--- config.mk ---
export PLATFORM = sky130hd
export DESIGN_NAME = spi_frame_sched
export DESIGN_NICKNAME = d
export VERILOG_FILES = /design/src/rtl/spi_frame_sched_pkg.sv /design/src/rtl/spi_frame_sched_rr_arbiter.sv /design/src/rtl/spi_frame_sched.sv
export SDC_FILE = /design/constraint.sdc
export NUM_CORES = 1
export LEC_CHECK = 0
export CAP_MARGIN = 20
export CORE_ASPECT_RATIO = 0.5
export CORE_MARGIN = 2
export CORE_UTILIZATION = 49
export DETAILED_ROUTE_END_ITERATION = 6
export HOLD_SLACK_MARGIN = 0.12
export PLACE_DENSITY = 0.8
export SLEW_MARGIN = 5
export SYNTH_ARGS = -nofsm -noshare
export SYNTH_HDL_FRONTEND = slang
export SYNTH_HIERARCHICAL = 1
export SYNTH_SLANG_ARGS = --single-unit
--- constraint.sdc ---
create_clock -name clk -period 2.32 [get_ports clk]
set_input_delay 0.464 -clock clk [delete_from_list [all_inputs] [get_ports clk]]
set_output_delay 0.464 -clock clk [all_outputs]
set_load 0.02 [all_outputs]
--- src/rtl/spi_frame_sched_pkg.sv ---
// Shared types and helpers for the SPI frame scheduler.
package spi_pkg;

    localparam int BYTE_BITS = 8;

    typedef enum logic [2:0] {IDLE, FETCH, SHIFT, GAP} state_t;

    // Width of a counter holding 0..n-1, never narrower than one bit
    function automatic int cnt_w(input int n);
        return (n > 1) ? $clog2(n) : 1;
    endfunction

endpackage

--- src/rtl/spi_frame_sched_rr_arbiter.sv ---
// Round-robin picker: first requester at or after the pointer, wrapping.
module rr_arbiter
    import spi_pkg::*;
#(
    parameter int NREQ  = 2,
    parameter int PTR_W = 1
) (
    input  logic [NREQ-1:0]  i_req,
    input  logic [PTR_W-1:0] i_ptr,
    output logic [NREQ-1:0]  o_gnt
);

    logic             w_found;
    logic [PTR_W-1:0] w_idx;

    // Scan from the pointer position, the first asserted request wins
    always_comb begin
        o_gnt   = '0;
        w_found = 1'b0;
        w_idx   = '0;
        for (int k = 0; k < NREQ; k++) begin
            w_idx = PTR_W'((int'(i_ptr) + k) % NREQ);
            if (!w_found && i_req[w_idx]) begin
                o_gnt[w_idx] = 1'b1;
                w_found      = 1'b1;
            end
        end
    end

endmodule

--- src/rtl/spi_frame_sched.sv ---
// Per-frame round-robin scheduler and MSB-first byte serializer for the SPI link.
module spi_frame_sched
    import spi_pkg::*;
#(
    parameter int NREQ   = 2,
    parameter int CLKDIV = 2,
    parameter int GAP    = 2
) (
    input  logic              clk,
    input  logic              reset,
    input  logic [NREQ-1:0]   req_valid,
    input  logic [8*NREQ-1:0] req_data,
    input  logic [NREQ-1:0]   req_last,
    output logic [NREQ-1:0]   req_ready,
    output logic [NREQ-1:0]   grant,
    output logic              sck,
    output logic              sdi,
    output logic              load,
    output logic              busy,
    output logic              frame_done
);

    localparam int DIV_W = cnt_w(CLKDIV);
    localparam int GAP_W = cnt_w(GAP + 1);
    localparam int BIT_W = cnt_w(BYTE_BITS);
    localparam int PTR_W = cnt_w(NREQ);

    state_t           r_state, w_state_nxt;
    logic [NREQ-1:0]  r_grant, w_grant_nxt;
    logic [PTR_W-1:0] r_ptr, w_ptr_nxt;
    logic [DIV_W-1:0] r_div, w_div_nxt;
    logic [BIT_W-1:0] r_bit, w_bit_nxt;
    logic [GAP_W-1:0] r_gap, w_gap_nxt;
    logic [7:0]       r_shreg, w_shreg_nxt;
    logic             r_last, w_last_nxt;
    logic             r_sck, w_sck_nxt;
    logic             r_sdi, w_sdi_nxt;
    logic             r_load, w_load_nxt;
    logic             r_done, w_done_nxt;

    logic [NREQ-1:0]  w_arb_gnt;
    logic [7:0]       w_byte;
    logic             w_lane_last;
    logic [PTR_W-1:0] w_gidx;
    logic [PTR_W-1:0] w_ptr_inc;
    logic             w_hs;

    rr_arbiter #(.NREQ(NREQ), .PTR_W(PTR_W)) u_arb (
        .i_req (req_valid),
        .i_ptr (r_ptr),
        .o_gnt (w_arb_gnt)
    );

    // Select the owning lane's byte, last flag and index
    always_comb begin
        w_byte      = '0;
        w_lane_last = 1'b0;
        w_gidx      = '0;
        for (int i = 0; i < NREQ; i++) begin
            if (r_grant[i]) begin
                w_byte      = req_data[i*8 +: 8];
                w_lane_last = req_last[i];
                w_gidx      = PTR_W'(i);
            end
        end
    end

    assign w_hs      = (r_state == FETCH) && |(req_valid & r_grant);
    assign w_ptr_inc = (w_gidx == PTR_W'(NREQ - 1)) ? '0 : w_gidx + 1'b1;
    assign req_ready = (r_state == FETCH) ? (req_valid & r_grant) : '0;

    // Next-state and next-output logic; all link outputs are registered below
    always_comb begin
        w_state_nxt = r_state;
        w_grant_nxt = r_grant;
        w_ptr_nxt   = r_ptr;
        w_div_nxt   = r_div;
        w_bit_nxt   = r_bit;
        w_gap_nxt   = r_gap;
        w_shreg_nxt = r_shreg;
        w_last_nxt  = r_last;
        w_sck_nxt   = r_sck;
        w_sdi_nxt   = r_sdi;
        w_load_nxt  = r_load;
        w_done_nxt  = 1'b0;
        case (r_state)
            IDLE: begin
                if (|req_valid) begin
                    w_grant_nxt = w_arb_gnt;
                    w_load_nxt  = 1'b1;
                    w_sck_nxt   = 1'b0;
                    w_state_nxt = FETCH;
                end
            end
            FETCH: begin
                // Without a handshake we simply wait here; grant and load hold
                if (w_hs) begin
                    w_shreg_nxt = w_byte;
                    w_last_nxt  = w_lane_last;
                    w_sdi_nxt   = w_byte[7];
                    w_div_nxt   = '0;
                    w_bit_nxt   = '0;
                    w_state_nxt = SHIFT;
                end
            end
            SHIFT: begin
                if (r_div != DIV_W'(CLKDIV - 1)) begin
                    w_div_nxt = r_div + 1'b1;
                end else begin
                    w_div_nxt = '0;
                    if (!r_sck) begin
                        w_sck_nxt = 1'b1;
                    end else begin
                        w_sck_nxt = 1'b0;
                        if (r_bit != BIT_W'(BYTE_BITS - 1)) begin
                            // Falling edge: advance to the next bit while sck is low
                            w_shreg_nxt = {r_shreg[6:0], 1'b0};
                            w_sdi_nxt   = r_shreg[6];
                            w_bit_nxt   = r_bit + 1'b1;
                        end else if (r_last) begin
                            w_state_nxt = spi_pkg::GAP;
                            w_load_nxt  = 1'b0;
                            w_sdi_nxt   = 1'b0;
                            w_grant_nxt = '0;
                            w_done_nxt  = 1'b1;
                            w_ptr_nxt   = w_ptr_inc;
                            w_gap_nxt   = '0;
                        end else begin
                            w_state_nxt = FETCH;
                        end
                    end
                end
            end
            spi_pkg::GAP: begin
                if (r_gap == GAP_W'(GAP - 1)) w_state_nxt = IDLE;
                else                          w_gap_nxt   = r_gap + 1'b1;
            end
            default: w_state_nxt = IDLE;
        endcase
    end

    // State and output registers; reset drops the link immediately
    always_ff @(posedge clk or posedge reset) begin
        if (reset) begin
            r_state <= IDLE;
            r_grant <= '0;
            r_ptr   <= '0;
            r_div   <= '0;
            r_bit   <= '0;
            r_gap   <= '0;
            r_shreg <= '0;
            r_last  <= 1'b0;
            r_sck   <= 1'b0;
            r_sdi   <= 1'b0;
            r_load  <= 1'b0;
            r_done  <= 1'b0;
        end else begin
            r_state <= w_state_nxt;
            r_grant <= w_grant_nxt;
            r_ptr   <= w_ptr_nxt;
            r_div   <= w_div_nxt;
            r_bit   <= w_bit_nxt;
            r_gap   <= w_gap_nxt;
            r_shreg <= w_shreg_nxt;
            r_last  <= w_last_nxt;
            r_sck   <= w_sck_nxt;
            r_sdi   <= w_sdi_nxt;
            r_load  <= w_load_nxt;
            r_done  <= w_done_nxt;
        end
    end

    assign grant      = r_grant;
    assign sck        = r_sck;
    assign sdi        = r_sdi;
    assign load       = r_load;
    assign frame_done = r_done;
    assign busy       = (r_state != IDLE);

endmodule

== After elaboration in Yosys (flattened, before gate mapping) ==
Cells that the tools add are included.
Operators by class
  add/sub/neg operators: 5
  multiply operators: 0
  divide/modulo/power cells: 0
  magnitude comparators: 4
  eq/ne operators: 15
  shifts and indexed selects: 0
  muxes and demuxes: 67
  bitwise gates (word level): 3
  reduce and logical (&&, ||, !) cells: 21
Operators with widths (number)
  2-to-1 mux 1 bit: 30
  2-to-1 mux 3 bit: 10
  2-to-1 mux 7 bit: 4
  2-to-1 mux 2 bit: 10
  != test 2 bit, second input constant: 9
  AND reduction 6 bit: 3
  2-to-1 mux 8 bit: 2
  AND reduction 5 bit: 3
  one-hot mux 7 bit (2 select lines): 1
  one-hot mux 3 bit (4 select lines): 1
  one-hot mux 1 bit (2 select lines): 4
  one-hot mux 2 bit (2 select lines): 2
  equality test 3 x 2 -> 1 bit, second input constant: 2
  != test 3 bit, second input constant: 2
  one-hot mux 3 bit (2 select lines): 1
  nonzero test 2 bit: 3
  logical AND 1 bit: 4
  less-than comparator 1 x 2 -> 1 bit, second input constant: 2
  AND reduction 2 bit: 2
  OR reduction 2 bit: 2
  adder 1 bit, second input constant: 3
  adder 3 x 1 -> 3 bit, second input constant: 1
  equality test 3 x 1 -> 1 bit, second input constant: 1
  zero test 3 bit: 1
  other kinds (10): 12
Word-level totals
  flip-flop bits (word level): 24
  bits in latches: 0
  bits in writable memories: 0
  ROM bits: 0
  output and inout port bits: 9
  memories: 0

== Depth between registers and ports, before layout ==
  depth in word-level cells: 9
  mapped depth: 6
  gate-level depth less buffers: 6

== By module ==
The synthesis kept the hierarchy.
By module, submodules not included
  spi_frame_sched: instances 1, cells an instance 135, area an instance 1273.7 sq um
  rr_arbiter: instances 1, cells an instance 3, area an instance 18.8 sq um

== Least setup slack after synthesis ==
Ideal clock, no wire load.
  path type: register -> register
  start: register r_bit[0]
  end: register r_bit[0]
  setup time: 125 ps
  data arrival time: 1586 ps
  data required time: 2195 ps
  slack: 609 ps
  cell stages (with the launch flop): 5
  buffers on the path: 0
  period minus slack after synthesis: 1711 ps
  path through: dfrtp_1 -> ha_1 -> ha_1 -> o32ai_4 -> mux2_4
Between the ends
  word-level cells in the longest chain between the ends: 5
RTL lines
  from (decl): RTL line spi_frame_sched.sv:32  | logic [BIT_W-1:0] r_bit, w_bit_nxt;
  from (signal assigned): RTL line spi_frame_sched.sv:162  | r_bit <= w_bit_nxt;
  adder 3 x 1 -> 3 bit: RTL line spi_frame_sched.sv:119  | w_bit_nxt = r_bit + 1'b1;
  2-to-1 mux 3 bit: RTL line spi_frame_sched.sv:115  | if (r_bit != BIT_W'(BYTE_BITS - 1)) begin
  2-to-1 mux 3 bit: RTL line spi_frame_sched.sv:111  | if (!r_sck) begin
  2-to-1 mux 3 bit: RTL line spi_frame_sched.sv:107  | if (r_div != DIV_W'(CLKDIV - 1)) begin
  one-hot mux 3 bit (2 select lines): RTL line spi_frame_sched.sv:86  | case (r_state)
Several ways; a longest one is shown, not always the timed one. The select of a mux whose other input is x is not followed.
A chain may end at the register's enable or synchronous reset.

== Worst setup path in the final report ==
  start: input port req_valid[0]
  end: output port req_ready[0]
Between the ends
  word-level cells in the longest chain between the ends: 2
RTL lines
  from (decl): RTL line spi_frame_sched.sv:11  | input logic [NREQ-1:0] req_valid,
  AND 2 bit: RTL line spi_frame_sched.sv:70  | assign req_ready = (r_state == FETCH) ? (req_valid & r_grant) : '0;
  2-to-1 mux 2 bit: RTL line spi_frame_sched.sv:70
  to (decl): RTL line spi_frame_sched.sv:14  | output logic [NREQ-1:0] req_ready,
Every way passes these cells.

==> impl_metrics.ini <==
[global_route]
grtUsageMet1_pct = 26.4
grt_pass1_wl_um = 4930
grt_max_degree = 24
antenna_found_initial = 0
use_met3_pct = 6.08
met2_usage_pct = 39.2
busiest_layer = met2
globalRouteOverflowTotal = 0
grt_use_total_pct = 21.9
grt_pass1_vias = 1045

[logic_synthesis]
synthXorXnorAreaFrac_pct = 0.678
ys_async_sr_fraction_pct = 100
synthCells = 138
synth.avg_cell_area_um2 = 9.37
yosysSeqAreaShare_pct = 44.5
synth_compound_area_share_pct = 26.9
synthAdderAreaFrac_pct = 3.87
synth-simple-area-share_pct = 14.8
syn_nets = 164
synth_cell_types = 35
synth_edf_count = 0
synth-main-ff-cell = dfrtp_1
yosys_warnings = 6
synthMuxAreaShare_pct = 1.94
synth-seq-cells = 23
netlist_area_um2 = 1290
synth_top_family_by_area = compound AO/OA/AOI/OAI gates

[final_layout]
final_net_count = 198
diodes = 0
synthToLayoutAreaGrowth_pct = 30.7
layout_commonest_cell = clkdlybuf4s50_1
drive_gt1_share_pct = 10.5
design_area_um2 = 1690
final_cell_mix = clkdlybuf4s50_1 (30), dfrtp_1 (23), o21ai_0 (16)
register_area_um2 = 576
post-route-util_pct = 66.1
multi_input_area_um2 = 623
fillers = 211

[timing]
worst_slew_pin_slew_ns = 0.742
slew_headroom_pct = 50.5
setup_slack_ns = 0.150
skew_ns = 0.00305
rsz0062_at_grt = false
fmax_mhz = 461
hold_viol = 0
setup_viol = 0
min_period_ns = 2.17
layout_worst_path_cycle_share_pct = 93.6
maxSlewViolCount = 0
hold_slack_ns = 0.516
tns_ns = 0

[placement]
dpl-instance-area_um2 = 1640
place.gp.congestion = 0.754
dpl.hpwl_um = 2200
post-place-ws_ns = 0.148
port_buffers = 30

[power_and_ir_drop]
p_int_w = 0.00123
seq_power_share_pct = 33.4
clkPwrFrac_pct = 12.1
leakage_nw = 0.711
peakVddDrop_uv = 645
power_density_nw_per_um2 = 1250
p_sw_share_pct = 41.8
combPwrFrac_pct = 54.5
p_switching_w = 0.000881

[setup_path]
arrival_ns = 1.71
rr_startpoint = r_bit[0]
startpoint_type = input pin
cp.required_ns = 1.86
crit_slowest_cell = clkdlybuf4s50_1
crit_top_cell = clkdlybuf4s50_1
reg2reg_depth = 4
r2r-end = r_bit[0]
path_buf_inv = 2
worst_path_dominant_cell_family = buffers and inverters
worstSetupPathDepth = 4
cp-end-kind = primary output
crit_fanout = 2
path_cells = clkdlybuf4s50_1, nand2_1, nor2_1, clkdlybuf4s50_1
worstSetupPathType = in2out
r2r_slack_ns = 0.23
max_stage_delay_ns = 0.61

[cts]
postCtsSetupBuffers = 0
clockRootBuffer = clkbuf_8
clkTransAtPathRegs_ns = 0.08
cts_buffer_depth = 2
clk_latency_ns = 0.27
cts_sinks = 23
cts_tree = built
htreeDepth = 1
ctsHoldBuffers = 0
cts_made_buffers = 3
cts_resized = 0

[drt]
drt-pass1-iter-count = 4
wl_per_cell_um = 14.7
drc = 0
ant_nets = 0
via_per_inst = 5.46
vias = 1135
drtIter0Drc = 65
totalWireLength_um = 3060

[floorplan]
start_util_pct = 50.6
ioPinCount = 31
coreArea_um2 = 2550
rows = 13
dieArea_um2 = 3090
die_h_um = 40.3
die_w_um = 76.6

[min_path]
min_to = r_gap[1]
hold_start = r_gap[1]
hold_path_depth = 1
hold_class = reg2reg

[run_status]
status = finished clean

[run]
max-cap-violations = 0
final cells by class:
class	count	area share [%]
sequential	23	34.1
multi-input combinational	96	36.9
timing repair buffer	38	21.3
inverter	10	2.22
tap	37	2.74
clock inverter	1	0.296
clock buffer	3	2.44
logic make-up (layout without fill, tap and decap cells):
kind of cell	Yosys count	after routing
compound gates	49	49
simple gates	40	40
flops	23	23
buf+inv	19	52
fa+ha+maj	4	4
mux	2	2
xor+xnor	1	1
routing by layer:
layer	vias to the layer above	part of all wire (%)
met2	22	51
met5	-	0
met3	5	4.4
met1	546	43
met4	0	1.7
li1	562	-
worst reg2reg max path, cell delays in order, from the launching register on:
cell and delay, ns:
dfrtp_1 0.41, ha_1 0.23, ha_1 0.27, o32ai_4 0.71
mux2_4 0.36
worst max path at each step:
| stage | start | to |
|---|---|---|
| after floorplan | r_bit[0] | r_bit[0] |
| after global placement | req_valid[0] | req_ready[0] |
| after detailed placement | req_valid[0] | req_ready[0] |
| after CTS | req_valid[0] | req_ready[0] |
| after global routing | req_valid[0] | req_ready[0] |
| final | req_valid[0] | req_ready[0] |
flip-flops by register name, summed over array words and instances, names as in the netlist:
| signal | count |
|---|---|
| grant | 2 |
| r_state | 2 |
| r_bit | 3 |
| r_shreg | 7 |
| sdi | 1 |
| r_ptr | 1 |
| load | 1 |
| r_last | 1 |
| r_div | 1 |
| frame_done | 1 |
| r_gap | 2 |
| sck | 1 |
synthesized netlist by cell type, types with 2 or more instances:
library cell	n	area [µm²]
a21oi_1	9	45.0
a221o_1	6	60.1
a22o_1	5	43.8
a22oi_1	2	15.0
buf_2	3	15.0
buf_6	2	22.5
clkbuf_1	3	11.3
dfrtp_1	23	576
ha_1	4	50.1
inv_1	10	37.5
nand2_1	7	26.3
nand3_1	4	20.0
nor2_1	15	56.3
nor2b_1	4	25.0
nor3_1	5	25.0
o21ai_0	16	80.1
o22ai_1	2	12.5
per-stage QoR:
stage,total power (W),cells
3_5_place_dp,0.00185,204
3_3_place_gp,0.00179,204
5_1_grt,0.00227,208
4_1_cts,0.00211,208
2_1_floorplan,0.00152,138
6_report,0.00211,208
power groups by stage:
stage               clock network [W]  registers, W  logic, W
CTS                          0.000259      0.000703   0.00115
finish                       0.000256      0.000704   0.00115
floorplan                           0      0.000724  0.000794
global route                 0.000277      0.000730   0.00126
detailed placement                  0      0.000710   0.00114
global placement                    0      0.000696   0.00110
(Power assumes the default switching activity.)
